--- src/rtl/mtncl_dr_rx.sv ---
// MTNCL dual-rail receiver: synchronizes rails, runs a DATA/NULL handshake on ko and queues decoded words.
// Latency rail->push: 3 edges with MTNCL_RX_STABLE_FILTER_EN, else 2; a full FIFO holds ko=1 until a slot frees.
module mtncl_dr_rx #(
  parameter int WIDTH = 2,
  parameter int DEPTH = 4
) (
  input  logic                     clk,
  input  logic                     rst_n,
  input  logic [WIDTH-1:0]         dr_t,
  input  logic [WIDTH-1:0]         dr_f,
  output logic                     ko,
  output logic [WIDTH-1:0]         out_data,
  output logic                     out_valid,
  input  logic                     out_ready,
  output logic [$clog2(DEPTH):0]   fifo_count,
  output logic                     err_illegal,
  output logic                     err_sticky
);
  localparam int AW = $clog2(DEPTH);
  localparam int CW = AW + 1;

  typedef enum logic {WAIT_DATA = 1'b0, WAIT_NULL = 1'b1} state_t;

  logic [WIDTH-1:0] s1_t_q, s1_f_q, s2_t_q, s2_f_q;
  logic             qual;
`ifdef MTNCL_RX_STABLE_FILTER_EN
  logic [WIDTH-1:0] s3_t_q, s3_f_q;
  assign qual = (s2_t_q == s3_t_q) && (s2_f_q == s3_f_q);
`else
  assign qual = 1'b1;
`endif

  // Rails are asynchronous; s2 is the first sample safe to decode.
  always_ff @(posedge clk or negedge rst_n) begin
    if (!rst_n) begin
      s1_t_q <= '0;
      s1_f_q <= '0;
      s2_t_q <= '0;
      s2_f_q <= '0;
`ifdef MTNCL_RX_STABLE_FILTER_EN
      s3_t_q <= '0;
      s3_f_q <= '0;
`endif
    end else begin
      s1_t_q <= dr_t;
      s1_f_q <= dr_f;
      s2_t_q <= s1_t_q;
      s2_f_q <= s1_f_q;
`ifdef MTNCL_RX_STABLE_FILTER_EN
      s3_t_q <= s2_t_q;
      s3_f_q <= s2_f_q;
`endif
    end
  end

  logic w_complete, w_null, w_illegal;
  assign w_complete = &(s2_t_q ^ s2_f_q);
  assign w_null     = ~|(s2_t_q | s2_f_q);
  assign w_illegal  = |(s2_t_q & s2_f_q);

  state_t         state_q;
  logic           ko_q, ill_prev_q, err_illegal_q, err_sticky_q;
  logic [CW-1:0]  count_q, count_d;
  logic [AW-1:0]  wr_ptr_q, rd_ptr_q;
  logic           valid_q, valid_d;
  logic [WIDTH-1:0] mem_q [DEPTH];
  logic           full, push, pop, ill_now;

  assign full    = (count_q == CW'(DEPTH));
  assign push    = qual && w_complete && (state_q == WAIT_DATA) && !full;
  assign pop     = valid_q && out_ready;
  assign ill_now = qual && w_illegal;

  always_ff @(posedge clk or negedge rst_n) begin
    if (!rst_n) begin
      state_q       <= WAIT_DATA;
      ko_q          <= 1'b1;
      ill_prev_q    <= 1'b0;
      err_illegal_q <= 1'b0;
      err_sticky_q  <= 1'b0;
    end else begin
      // One pulse per contiguous run of qualified illegal samples.
      ill_prev_q    <= ill_now;
      err_illegal_q <= ill_now && !ill_prev_q;
      if (ill_now) err_sticky_q <= 1'b1;
      case (state_q)
        WAIT_DATA: if (push) begin
          state_q <= WAIT_NULL;
          ko_q    <= 1'b0;
        end
        WAIT_NULL: if (qual && w_null) begin
          state_q <= WAIT_DATA;
          ko_q    <= 1'b1;
        end
        default: begin
          state_q <= WAIT_DATA;
          ko_q    <= 1'b1;
        end
      endcase
    end
  end

  // out_valid only counts entries that existed before this edge, so a new word shows one edge after its push.
  always_comb begin
    count_d = count_q + CW'(push) - CW'(pop);
    valid_d = (count_q - CW'(pop)) != '0;
  end

  always_ff @(posedge clk or negedge rst_n) begin
    if (!rst_n) begin
      for (int i = 0; i < DEPTH; i++) mem_q[i] <= '0;
      wr_ptr_q <= '0;
      rd_ptr_q <= '0;
      count_q  <= '0;
      valid_q  <= 1'b0;
    end else begin
      if (push) begin
        mem_q[wr_ptr_q] <= s2_t_q;
        wr_ptr_q        <= wr_ptr_q + AW'(1);
      end
      if (pop) rd_ptr_q <= rd_ptr_q + AW'(1);
      count_q <= count_d;
      valid_q <= valid_d;
    end
  end

  assign ko          = ko_q;
  assign out_data    = mem_q[rd_ptr_q];
  assign out_valid   = valid_q;
  assign fifo_count  = count_q;
  assign err_illegal = err_illegal_q;
  assign err_sticky  = err_sticky_q;
endmodule

--- config.mk ---
export PLATFORM = sky130hd
export DESIGN_NAME = mtncl_dr_rx
export DESIGN_NICKNAME = d
export VERILOG_FILES = /design/src/rtl/mtncl_dr_rx.sv
export SDC_FILE = /design/constraint.sdc
export NUM_CORES = 1
export LEC_CHECK = 0
export CAP_MARGIN = 20
export CORE_ASPECT_RATIO = 1.25
export CORE_MARGIN = 2
export CORE_UTILIZATION = 45
export CTS_CLUSTER_SIZE = 14
export DETAILED_ROUTE_END_ITERATION = 10
export PLACE_DENSITY = 0.75
export REMOVE_ABC_BUFFERS = 1
export SLEW_MARGIN = 30
export SYNTH_ARGS = -nofsm -noshare
export SYNTH_HDL_FRONTEND = slang
export SYNTH_SLANG_ARGS = --single-unit
--- constraint.sdc ---
create_clock -name clk -period 3.08 [get_ports clk]
set_input_delay 0.462 -clock clk [delete_from_list [all_inputs] [get_ports clk]]
set_output_delay 0.462 -clock clk [all_outputs]
set_load 0.005 [all_outputs]
Yosys cells after proc, flatten, opt, wreduce, memory -nomap -nowiden
Index checks and enable logic that the tools add are counted.

Bitwise logic cells: 6. Mux-type cells: 12. Equality and inequality tests: 3. Reductions and logical operators: 12. $add $sub $neg: 5. Magnitude comparators: 3.

Operators by type and width (number): 8-bit bitwise mux (1); 3-bit >= comparator (second input constant) (2); 2-bit two-way mux (3); 2-bit NOT with 3-bit output (2); 3-bit by 1-bit subtractor with 3-bit output (2); 1-bit logical AND (5); 2-bit by 1-bit adder with 2-bit output (second input constant) (2); 2-bit binary-select mux with 2-bit select (1); 2-bit demux with 2-bit select (1); 1-bit two-way mux (4); 2-bit inequality test (second input constant) (2); 1-bit case mux with 2 select lines (2); 2-bit AND reduction (2); 2-bit OR reduction (2); 3-bit by 1-bit adder with 3-bit output (1); 3-bit equality test (second input constant) (1); 3-bit by 1-bit less-than comparator with 1-bit output (second input constant) (1); 3-bit nonzero test (1); 2-bit AND (1); 1-bit logical NOT (2); 2-bit OR (1); 2-bit XOR (1); 1-bit NOT (1).

Input port bits: 7. Register bits: 29. Word-level logic and storage cells: 58.

Depth between registers and ports, before layout
Gate-level depths: netlist of the first run.

Depth in word-level cells: 6. Depth in mapped cells: 12.

Worst setup path after synthesis of the first run
OpenSTA, ideal clock, no wires.

Path type: flip-flop to flip-flop. From: reg s2_t_q[0]. To: reg count_q[2], in the netlist fifo_count[2]. Stages on the path, launching flop included: 13. Data required time: 2.951 ns. Arrival: 2.366 ns. Setup slack: 0.585 ns. Path buffers: 1. Period minus slack after synthesis: 2.495 ns. Cell sequence: dfrtp_1 > inv_1 > ha_1 > nand2_1 > or3_1 > buf_6 > ha_1 > inv_1 > ha_1 > inv_1 > fa_1 > xnor2_1 > xnor2_1.

Word-level cells in the longest chain between the ends: 6.

RTL lines: start: declaration (line 24) `logic [WIDTH-1:0] s1_t_q, s1_f_q, s2_t_q, s2_f_q;`; start signal: assignment (line 47) `s2_t_q <= s1_t_q;`; 2-bit XOR (line 57) `assign w_complete = &(s2_t_q ^ s2_f_q);`; 2-bit AND reduction (line 57); 1-bit logical AND (2 in a row) (line 70) `assign push = qual && w_complete && (state_q == WAIT_DATA) && !full;`; 3-bit by 1-bit adder with 3-bit output (line 105) `count_d = count_q + CW'(push) - CW'(pop);`; 3-bit by 1-bit subtractor with 3-bit output (line 105); via count_d[2] (line 63) `logic [CW-1:0] count_q, count_d;`; end signal: assignment (line 122) `count_q <= count_d;`; end: declaration (line 63).

The timed path passes the listed nets, and every way through them passes these cells. A chain may end at the register's enable or synchronous reset.

Worst setup path after layout of the first run
Ends and elaborated chain as after synthesis.

==> impl_metrics.tcl, run 1 <==
set metrics [dict create \
    clock_path_buffers 2 \
    num_rows 21 \
    nets 127 \
    syn_inst 86 \
    yosys_most_used_dff "dfrtp_1" \
    synth_top_cell_area_share 0.5517 \
    syn_area_um2 1270 \
    ant_nets 0 \
    dp_hpwl_um 1329 \
    die-area_um2 3266 \
    synth_area_leaders "dfrtp_1 (55%), ha_1 (11%), mux2_2 (7.1%)" \
    crit_path_max_fanout 6 \
    post-synth-top-area-cell "dfrtp_1" \
    met2_usage 0.2115 \
    grt_usage 0.1422 \
    io_buffers 15 \
    r2r_end "fifo_count[2]" \
    grt_pass1_vias 716 \
    setup_viol 0 \
    critical_path_class "flop to flop" \
    cts_hold_buf 0 \
    htree_num_levels 2 \
    dieWidth_um 51.52 \
    synthDistinctLibCells 21 \
    pin_count 16 \
    syn_area_per_cell_um2 14.77 \
    die_h_um 63.40 \
    slew-limit-headroom 0.6298 \
    vias 690 \
    total_leakage_power_nw 0.6787 \
    worst_pin_slew_ns 0.5476 \
    path_cells "inv_1 > ha_1 > nand2_1 > or3_1 > ha_1 > inv_1 > ha_1 > inv_1 > fa_1 > xnor2_1 > xnor2_1" \
    finalCritPeriodShare 0.8660 \
    min_period_ns 2.667 \
    yosysWarnings 0 \
    worstPathArrival_ns 2.88 \
    initial_core_util 0.4739 \
    setup_slack_ns 0.4129 \
    dp_slack_ns 0.3974 \
    grt-busiest-layer "met2" \
    hold_viol 0 \
    globalplace.congestion 0.7005 \
    hold_depth 0 \
    synth_most_common_cell "dfrtp_1" \
    synth-seq-cells 29 \
    min_to "s2_t_q[0]" \
    grt-ovfl-total 0 \
    drt_iter0_drc 2 \
    path_delay_family "adder cells" \
    cp_slowest_cell "dfrtp_1" \
    dr.pass1.iters 2 \
    fmaxAchievable_mhz 374.9 \
    viasPerCell 4.825 \
    maxCapViolations 0 \
    synth_common_cells "dfrtp_1 (28), ha_1 (11), inv_1 (10)" \
    grt_pass1_wl_um 3263 \
    cp-end-kind "flop" \
    synth-edff-count 0 \
    cp.required_ns 3.29 \
    min_from "s1_t_q[0]" \
    cpPeakStageDelay_ns 0.45 \
    synth-seq-area-share 0.5724 \
    path_clk_slew_ns 0.10 \
    rr_worst_depth 11 \
    start_kind "flop" \
    rrSetupSlack_ns 0.41 \
    area_delta_synth_final_pct 19.61 \
    wirelength_um 1792 \
    cts.sinks 29 \
    rsz0062_at_grt "false" \
    wl_per_cell_um 12.53 \
    hp-class "flop to flop" \
    clock_skew_ns 0.0009513 \
    cts_inserted_buffers 5 \
    drc_errors 0 \
    antenna_found_initial 0 \
    met1_usage 0.1688 \
    vdd_ir_drop_max_mv 0.5057 \
    p_per_area_nw_per_um2 854.5 \
    n_antenna_cell 0 \
    worstReg2RegStart "s2_t_q[0]" \
    cts_root_buf "clkbuf_4" \
    status "finished clean" \
    slew_viol_final 0 \
    core-area_um2 2680 \
    fin_setup_tns_ns 0 \
    cts_tree "done" \
    grt_max_degree 30 \
    async_flop_share 1.000 \
    ctsResizeCount 0 \
    drive_gt1_frac 0.2294 \
    path_buf_inv 3 \
    cts_setup_buffers 0 \
    use_met3 0.05687 \
    clk_latency_ns 0.32 \
]
registers in the layout, summed over array words and instances, names as in the netlist, 2 cells and up:
register    count
rd_ptr_q        2
s1_f_q          2
wr_ptr_q        2
mem_q           8
s2_f_q          2
fifo_count      3
s1_t_q          2
s2_t_q          2
final cells by class:
type / count / area (µm²)
clock buffers: 5 / 37.54
inverters: 10 / 37.54
multi-input cells: 46 / 494.2
flip-flops and latches: 29 / 726.9
fillers: 251 / 1161
well taps: 34 / 42.54
repair buffers: 16 / 157.7
clock inverters: 3 / 22.52
worst max path at each step:
stage	from	to	slack, ns	depth (start not counted)
2_1_floorplan	s2_t_q[0]	fifo_count[2]	0.60	11
3_3_place_gp	s2_t_q[0]	fifo_count[2]	0.45	11
3_5_place_dp	s2_t_q[0]	fifo_count[2]	0.40	11
4_1_cts	s2_t_q[0]	fifo_count[2]	0.38	11
5_1_grt	s2_t_q[0]	fifo_count[2]	0.17	11
6_report	s2_t_q[0]	fifo_count[2]	0.41	11
layer usage:
| layer | up-vias | wire length [µm] |
|---|---|---|
| li1 | 330 | - |
| met1 | 345 | 728 |
| met2 | 11 | 942 |
| met3 | 4 | 83 |
| met4 | 0 | 37 |
| met5 | - | 0 |
through the flow:
stage	cell area [µm²]	instances	hold WS, ns	utilization	power [mW]
floorplan	1259	85	0.1664	-	0.8950
global placement	1459	135	0.3332	0.5444	1.063
detailed placement	1459	135	0.3355	0.5444	1.083
CTS	1519	143	0.3596	0.5668	1.324
global route	1519	143	0.3695	0.5668	1.411
finish	1519	143	0.3560	0.5668	1.298
layout by cell type (no fill, tap or decap):
cell             instances
a32o_1                   1
ha_1                    11
inv_1                   10
mux4_2                   2
dfrtp_1                 28
nor3b_4                  1
mux2_2                   8
nor4b_1                  2
buf_4                    1
xnor2_1                  5
or3_1                    2
clkinvlp_4               3
or2_2                    1
clkdlybuf4s50_1         15
xor2_1                   1
dfstp_2                  1
mux2_4                   1
clkbuf_4                 5
and2_1                   1
fa_1                     1
nor2b_1                  1
nor4b_2                  2
nand3b_1                 1
nand2_1                  5
logic make-up (layout without fill, tap and decap cells):
logic type / count (synthesis) / count (layout) / synth area share
multiplexers: 11 / 11 / 0.1182
adder cells (fa/ha/maj): 12 / 12 / 0.1241
AND/OR/NAND/NOR: 16 / 16 / 0.09755
XOR/XNOR: 6 / 6 / 0.04138
buffers and inverters: 11 / 34 / 0.03843
flip-flops: 29 / 29 / 0.5724
AO/OA/AOI/OAI: 1 / 1 / 0.007882
report_power, final:
group | leakage [nW] | total (mW) | internal [mW] | switching, mW
Combinational | 0.315 | 0.447 | 0.298 | 0.150
Clock | 0.0234 | 0.229 | 0.0881 | 0.141
Sequential | 0.340 | 0.621 | 0.504 | 0.117
Power figures use the tool's default switching activity.
==> inputs of run 2 (changes only) <==
- TNS_END_PERCENT: not set -> 20
==> results of run 2 <==
Final layout, timing and power as in run 1 (identical DEF).
